### config.mk
export PLATFORM = sky130hd
export DESIGN_NAME = mem_access_unit
export DESIGN_NICKNAME = d
export VERILOG_FILES = /design/src/rtl/mem_access_unit.sv
export SDC_FILE = /design/constraint.sdc
export NUM_CORES = 1
export LEC_CHECK = 0
export ABC_AREA = 1
export CORE_MARGIN = 8
export CORE_UTILIZATION = 44
export DETAILED_ROUTE_END_ITERATION = 12
export GPL_TIMING_DRIVEN = 0
export PLACE_DENSITY = 0.87
export SKIP_LAST_GASP = 1
export SLEW_MARGIN = 20
export SYNTH_ARGS = -nofsm -noshare
export SYNTH_HDL_FRONTEND = slang
export SYNTH_SLANG_ARGS = --single-unit
### constraint.sdc
create_clock -name clock -period 2.9 [get_ports clock]
set_input_delay 0.87 -clock clock [delete_from_list [all_inputs] [get_ports clock]]
set_output_delay 0.87 -clock clock [all_outputs]
set_load 0.005 [all_outputs]
### src/rtl/mem_access_unit.sv
// Load/store unit between the MEM stage and a word-only data memory.
// Sub-word stores take a read-modify-write pass through the MERGE state.
module mem_access_unit #(
    parameter bit ALIGN_CHECK = 1'b1
) (
    input  logic        clock,
    input  logic        resetN,
    input  logic        memRead,
    input  logic        memWrite,
    input  logic [1:0]  size,
    input  logic        unsignedLoad,
    input  logic [31:0] byteAddr,
    input  logic [31:0] storeData,
    output logic [31:0] loadData,
    output logic        stall,
    output logic        alignError,
    output logic        errorSticky,
    output logic [31:0] errorAddr,
    output logic [31:0] memAddress,
    output logic [31:0] memWriteData,
    output logic        memWriteSign,
    output logic        memReadSign,
    input  logic [31:0] memReadData
);

    typedef enum logic {IDLE, MERGE} stateT;

    stateT       state;
    stateT       stateNext;
    logic [31:0] capWord;
    logic [29:0] capIndex;
    logic [1:0]  capLane;
    logic [1:0]  capSize;
    logic [15:0] capData;

    logic        isWord;
    logic        isHalf;
    logic        misaligned;
    logic        active;
    logic        doLoad;
    logic        doStore;
    logic        subStore;
    logic [7:0]  laneByte;
    logic [15:0] laneHalf;
    logic        extByte;
    logic        extHalf;
    logic [31:0] mergedWord;

    assign isWord = size[1];
    assign isHalf = (size == 2'b01);

    assign misaligned = ALIGN_CHECK &&
        ((isWord && (byteAddr[1:0] != 2'b00)) || (isHalf && byteAddr[0]));

    // Requests only act in IDLE and outside reset; MERGE ignores them.
    assign active     = resetN && (state == IDLE);
    assign alignError = active && (memRead || memWrite) && misaligned;
    assign doStore    = active && memWrite && !misaligned;
    assign doLoad     = active && memRead && !memWrite && !misaligned;
    assign subStore   = doStore && !isWord;

    assign laneByte = memReadData[{byteAddr[1:0], 3'b000} +: 8];
    assign laneHalf = memReadData[{byteAddr[1], 4'b0000} +: 16];
    assign extByte  = !unsignedLoad && laneByte[7];
    assign extHalf  = !unsignedLoad && laneHalf[15];

    always_comb begin
        loadData = 32'h0;
        if (doLoad) begin
            unique case (1'b1)
                isWord:  loadData = memReadData;
                isHalf:  loadData = {{16{extHalf}}, laneHalf};
                default: loadData = {{24{extByte}}, laneByte};
            endcase
        end
    end

    always_comb begin
        mergedWord = capWord;
        if (capSize == 2'b00) begin
            mergedWord[{capLane, 3'b000} +: 8] = capData[7:0];
        end else begin
            mergedWord[{capLane[1], 4'b0000} +: 16] = capData;
        end
    end

    always_comb begin
        stateNext    = IDLE;
        stall        = subStore;
        memReadSign  = doLoad || subStore;
        memWriteSign = doStore && isWord;
        memWriteData = storeData;
        memAddress   = {2'b00, byteAddr[31:2]};
        if (state == MERGE) begin
            // Reset during MERGE drops the pending write.
            memWriteSign = resetN;
            memWriteData = mergedWord;
            memAddress   = {2'b00, capIndex};
        end else if (subStore) begin
            stateNext = MERGE;
        end
    end

    always_ff @(posedge clock) begin
        if (!resetN) begin
            state       <= IDLE;
            errorSticky <= 1'b0;
            errorAddr   <= 32'h0;
            capWord     <= 32'h0;
            capIndex    <= 30'h0;
            capLane     <= 2'b00;
            capSize     <= 2'b00;
            capData     <= 16'h0;
        end else begin
            state <= stateNext;
            if (alignError) begin
                errorSticky <= 1'b1;
                if (!errorSticky) begin
                    errorAddr <= byteAddr;
                end
            end
            if (subStore) begin
                capWord  <= memReadData;
                capIndex <= byteAddr[31:2];
                capLane  <= byteAddr[1:0];
                capSize  <= size;
                capData  <= storeData[15:0];
            end
        end
    end

endmodule

==> impl_metrics.tcl, run 1 <==
set metrics [dict create \
    status "complete, but fails checks" \
    violations "setup timing" \
    rsz0062_at_grt "yes" \
    pwr-share-seq 0.338 \
    area_growth_pct 51.4 \
    setup_ws_ps -180 \
    reg2reg_depth 9 \
    powerDensity_nw_per_um2 439 \
    cp_slowest_cell "dfxtp_2" \
    instances_no_fill 2001 \
    nets 1866 \
    routabilityCongestion 0.950 \
    fillers 1528 \
    tightestPinTransition_ps 585 \
    timing.rr.start "state" \
    gr-usage-all-layers 0.274 \
    max-cap-violations 0 \
    fin_crit_sh 1.06 \
    fp-row-count 49 \
    synth-seq-cells 116 \
    cellLeakagePower_nw 6.28 \
    viasPerCell 5.06 \
    drc 0 \
    ys_warn_count 0 \
    clk_pin_slew_ps 60 \
    cp_data_required_time_ps 2030 \
    hold_viol_final 0 \
    dieArea_sq_um 22400 \
    combinationalPowerShare 0.243 \
    totalWireLength_um 32200 \
    pin_count 236 \
    cts_buffer_depth 2 \
    setup_viol 36 \
    intPower_mw 3.62 \
    drtIter0Drc 861 \
    wire_per_inst_um 16.1 \
    hp-class "register to register" \
    hold_start "capSize[1]" \
    clock_skew_ps 6.26 \
    final_layout_size_suffix_gt1_frac 0.187 \
    grt_pass1_wl_um 49000 \
    synth_area_sq_um 7850 \
    avgSynthCellArea_sq_um 5.41 \
    rrSetupSlack_ps 1110 \
    p_clk_frac 0.419 \
    power.switching_mw 1.60 \
    critPathMaxFanout 8 \
    fmax_mhz 325 \
    cts_tree "done" \
    grt_remaining_overflow 0 \
    cts-root-buf "clkbuf_16" \
    clock-sinks 116 \
    whs_path_depth 2 \
    cp-end-kind "output port" \
    drv_slew 0 \
    hold_buffers 0 \
    reg2reg_to "capWord[5]" \
    critPathBufInv 4 \
    grt_antenna_before_repair 1 \
    vias 10100 \
    max_stage_delay_ps 360 \
    ir_worst_vdd_uv 434 \
    switching_share 0.306 \
    coreArea_sq_um 17700 \
    path_cells "buf_6, clkinvlp_4, ha_4, nand4_1, buf_6, o21ai_1, nand2_1, nand2_1, clkdlybuf4s15_2" \
    numPortBuffers 232 \
    worstSkewPairLatency_ps 430 \
    synth_cell_type_count 27 \
    htreeDepth 4 \
    start_util 0.443 \
    critical_path.top_delay_family "buffers and inverters" \
    dp.cells 1913 \
    relSlewSlack 0.610 \
    ant_nets 0 \
    grt_pass1_vias 9543 \
    period_needed_ps 3080 \
    hpwl_um 22800 \
    final_common_cell "nand2_1" \
    hold_ws_ps 450 \
    grt_max_degree 17 \
    synthCells 1451 \
    die_x_um 150 \
    die_h_um 150 \
    min_to "capSize[1]" \
    worstPathArrival_ps 2210 \
    startpoint_type "register" \
    layout_common_cells "508 x nand2_1, 268 x nor2_1, 205 x inv_1, 114 x dfxtp_1, 107 x clkdlybuf4s50_1" \
    drt_first_pass_iters 6 \
    synth-seq-area-share 0.296 \
    critPathKind "register to output port" \
    numCtsBuffers 17 \
]
==> routing by layer <==
metal / vias up / track usage / wire length (um)
met5: - / 0 / 0
met4: 0 / 0.123 / 1340
met3: 97 / 0.0786 / 3100
met2: 530 / 0.450 / 15000
met1: 4537 / 0.327 / 12700
li1: 4958 / - / -
==> final cells by class <==
type / instances / area (sq um) / share of cell area
Sequential cell: 116 / 2320 / 0.195
Tap cell: 229 / 287 / 0.0241
Buffer: 82 / 546 / 0.0459
Clock inverter: 14 / 175 / 0.0147
Inverter: 218 / 847 / 0.0712
Antenna cell: 1 / 2.50 / 0.000210
Timing Repair Buffer: 293 / 2560 / 0.216
Multi-Input combinational cell: 1030 / 4720 / 0.397
Clock buffer: 18 / 429 / 0.0361
==> cell usage after synthesis <==
library cell,instances,area share
nand4_1,35,0.028
nand2_1,530,0.25
buf_4,3,0.0029
dfxtp_1,116,0.30
o21ai_1,2,0.0013
nor2_1,290,0.14
nor2_2,1,0.00080
o21a_1,1,0.00096
nand3_1,53,0.034
buf_1,7,0.0033
a21oi_1,27,0.017
inv_2,2,0.00096
nand3_2,2,0.0025
o21ai_0,62,0.040
inv_1,213,0.10
o22ai_1,6,0.0048
clkinv_1,3,0.0014
or2_2,1,0.00080
o211ai_1,9,0.0086
buf_2,33,0.021
clkbuf_1,36,0.017
conb_1,1,0.00048
buf_6,9,0.013
nor2_4,2,0.0029
ha_1,5,0.0080
nor3_1,1,0.00064
nand2_2,1,0.00080
==> worst max path at each step <==
stage | end | startpoint | slack, ps | cells past startpoint
floorplan | memWriteData[7] | capLane[1] | 30 | 10
global placement | loadData[11] | size[1] | -1120 | 9
detailed placement | loadData[11] | size[1] | -1120 | 9
CTS | memWriteData[24] | capLane[1] | -140 | 12
finish | memWriteData[19] | capLane[0] | -180 | 9
global route | memWriteData[19] | capLane[0] | -210 | 9
==> logic make-up (layout without fill, tap and decap cells) <==
family,Yosys count,after routing,synth area share
DFF,116,116,0.296
adders and majority gates,5,5,0.00797
and+or+nand+nor,916,916,0.462
other,1,3,0.000477
buffers and inverters,306,625,0.162
AOI/OAI and AO/OA,107,107,0.0723
==> tightest hold or removal path: stages, from the launching register on <==
cell and delay (ps):
dfxtp_1 300, nand3_1 70, inv_1 30
==> state kept, by name, summed over array words and instances (netlist names) <==
register     flops
errorSticky      1
capWord         32
capSize          2
capIndex        30
errorAddr       32
state            1
capData         16
capLane          2
==> power by group through the flow <==
stage          combinational, mW  clock, mW  sequential, mW
4_1_cts                     1.20       2.19            1.76
2_1_floorplan              0.566          0            1.77
3_3_place_gp                1.09          0            1.79
5_1_grt                     1.39       2.27            1.77
6_report                    1.27       2.19            1.76
3_5_place_dp                1.11          0            1.79
==> timing repair <==
action | CTS | global route
pin swaps | 82 | 69
cloned | 1 | 1
endpoints found under the setup margin | 98 | 67
resized for setup | 508 | 102
setup buffers | 51 | 9
==> stage by stage <==
stage	area (sq um)	setup WS, ps	TNS [ps]	utilization	total power [mW]
floorplan	7860	34.4	0	-	2.34
global placement	10500	-1120	-66990	0.591	2.88
detailed placement	10500	-1120	-67940	0.591	2.90
CTS	11700	-139	-3040	0.661	5.15
global route	11900	-209	-5520	0.671	5.42
finish	11900	-180	-2640	0.671	5.22
No activity file was read; power rests on OpenSTA's default activity.
==> inputs of run 2 (changes only) <==
--- a/config.mk
+++ b/config.mk
@@ -6,6 +6,7 @@
 export NUM_CORES = 1
 export LEC_CHECK = 0
 export ABC_AREA = 1
+export CORE_ASPECT_RATIO = 0.6
 export CORE_MARGIN = 8
 export CORE_UTILIZATION = 44
 export DETAILED_ROUTE_END_ITERATION = 12
==> run 2 against run 1 <==
  * The flow still finishes with violations (setup timing)
  * Total power shrank 1.6%
  * Non-clock buffer count grew 11
  * Combinational power grew 5%
  * Design area grew 0.41%
  * Die area grew 0.63%
  * Via count grew 4.2%
  * Setup slack lost 100 ps
  * Wire length grew 9.4%
  * Critical endpoint is now memWriteData[5]
  * Largest power group unchanged
==> impl_metrics.tcl, run 2 (synthesis gave the netlist of run 1 again) <==
set metrics [dict create \
    viasPerCell 5.23 \
    ir_worst_vdd_uv 428 \
    cp-end-kind "output port" \
    cellLeakagePower_nw 6.32 \
    hp-class "register to register" \
    setup_viol 33 \
    hold_ws_ps 468 \
    final_cell_area_sq_um 11900 \
    vias 10600 \
    gr-usage-all-layers 0.293 \
    startpoint_type "register" \
    cts-root-buf "clkbuf_16" \
    final_layout_size_suffix_gt1_frac 0.199 \
    critPathBufInv 8 \
    max-cap-violations 0 \
    drtIter0Drc 1304 \
    clock-sinks 116 \
    final_common_cell "nand2_1" \
    path_cells "buf_8, clkinvlp_4, ha_4, inv_4, buf_12, nor3_4, buf_6, buf_6, buf_6, nand3_2, nand2_2, nand2_2, nand2_2, buf_6" \
    rsz0062_at_grt "yes" \
    grt_remaining_overflow 0 \
    critPathKind "register to output port" \
    coreArea_sq_um 17300 \
    ant_nets 0 \
    critPathMaxFanout 3 \
    pin_count 236 \
    period_needed_ps 3180 \
    max_stage_delay_ps 370 \
    area_growth_pct 52.1 \
    cts_tree "done" \
    start_util 0.454 \
    tightestPinTransition_ps 679 \
    critical_path.top_delay_family "buffers and inverters" \
    n_antenna_cell 0 \
    hold_viol_final 0 \
    fin_crit_sh 1.10 \
    violations "setup timing" \
    cp_slowest_cell "dfxtp_4" \
    numPortBuffers 232 \
    totalWireLength_um 35200 \
    place_area_sq_um 10500 \
    htreeDepth 4 \
    worstPathArrival_ps 2310 \
    grt_antenna_before_repair 2 \
    wire_per_inst_um 17.5 \
    drv_slew 0 \
    die_h_um 119 \
    grt_pass1_wl_um 53300 \
    cts_buffer_depth 2 \
    hold_buffers 0 \
    fp-row-count 37 \
    top_regs "capWord (32), errorAddr (32), capIndex (30)" \
    grt_pass1_vias 9897 \
    grt_max_degree 17 \
    die_x_um 188 \
    dieArea_sq_um 22500 \
    layout_common_cells "507 x nand2_1, 276 x nor2_1, 204 x inv_1, 114 x dfxtp_1, 107 x clkdlybuf4s50_1" \
    routabilityCongestion 0.979 \
    hpwl_um 25000 \
    status "complete, but fails checks" \
    setup_ws_ps -282 \
    powerDensity_nw_per_um2 430 \
    clk_pin_slew_ps 70 \
    cp_data_required_time_ps 2030 \
    fmax_mhz 314 \
    nets 1877 \
    relSlewSlack 0.547 \
    worstSkewPairLatency_ps 430 \
    clock_skew_ps 11.4 \
    drt_first_pass_iters 7 \
    path_common_cell "buf_6" \
    drc 0 \
    numCtsBuffers 17 \
]
-- run 2: cell count changes in the layout (fill, tap and decap cells not counted), moves of 5 or more --
cell,previous run,this run
nand2_2,16,21
nand3_2,9,17
o21ai_1,13,8
nor2_4,14,4
nor2_1,268,276
o21ai_2,22,29
buf_4,39,55
buf_2,75,70
nand3_1,42,34
-- run 2: path summary, 6_finish.rpt --
path	start	endpoint	slack, ps	cells after the start
max	capLane[0]	memWriteData[5]	-280	14
min	capSize[1]	capSize[1]	470	2
max reg2reg	state	capData[5]	1120	10
min reg2reg	capSize[1]	capSize[1]	470	2
-- run 2: layout make-up --
cell class / instances / area (sq um)
buffer: 83 / 584
clock buffer: 17 / 425
clock inverter: 15 / 134
fill: 1487 / 5370
inverter: 218 / 857
multi-input combinational: 1030 / 4710
sequential: 116 / 2330
tap: 234 / 293
timing repair buffer: 303 / 2620
-- run 2: report_power, final --
| group | switching [mW] | internal, mW |
|---|---|---|
| clock | 0.912 | 1.13 |
| combinational | 0.734 | 0.595 |
| sequential | 0.0763 | 1.69 |
| total | 1.72 | 3.41 |
-- run 2: repair_timing --
action                                  CTS  global route
cloned                                    1             0
setup buffers                            62            10
endpoints found under the setup margin   98            67
pin swaps                                60            55
gates resized for setup                 511           110
-- run 2: through the flow --
stage | utilization | total power [mW] | std cells | setup slack [ps] | TNS [ps]
2_1_floorplan | - | 2.34 | 1452 | 34.4 | 0
3_3_place_gp | 0.605 | 2.90 | 1918 | -1130 | -67840
3_5_place_dp | 0.605 | 2.92 | 1918 | -1140 | -68760
4_1_cts | 0.679 | 5.03 | 2011 | -168 | -2430
5_1_grt | 0.690 | 5.33 | 2016 | -341 | -6590
6_report | 0.690 | 5.14 | 2016 | -282 | -4370
-- run 2: worst min-delay path: stages (launching register included) --
cell and delay (ps):
dfxtp_1 310, nand3_1 80, inv_1 40
-- run 2: routing by layer --
metal  routed length, um  global-route usage
met1               14600               0.394
met2               14700               0.435
met3                4910               0.101
met4                1030              0.0934
met5                  27                   0
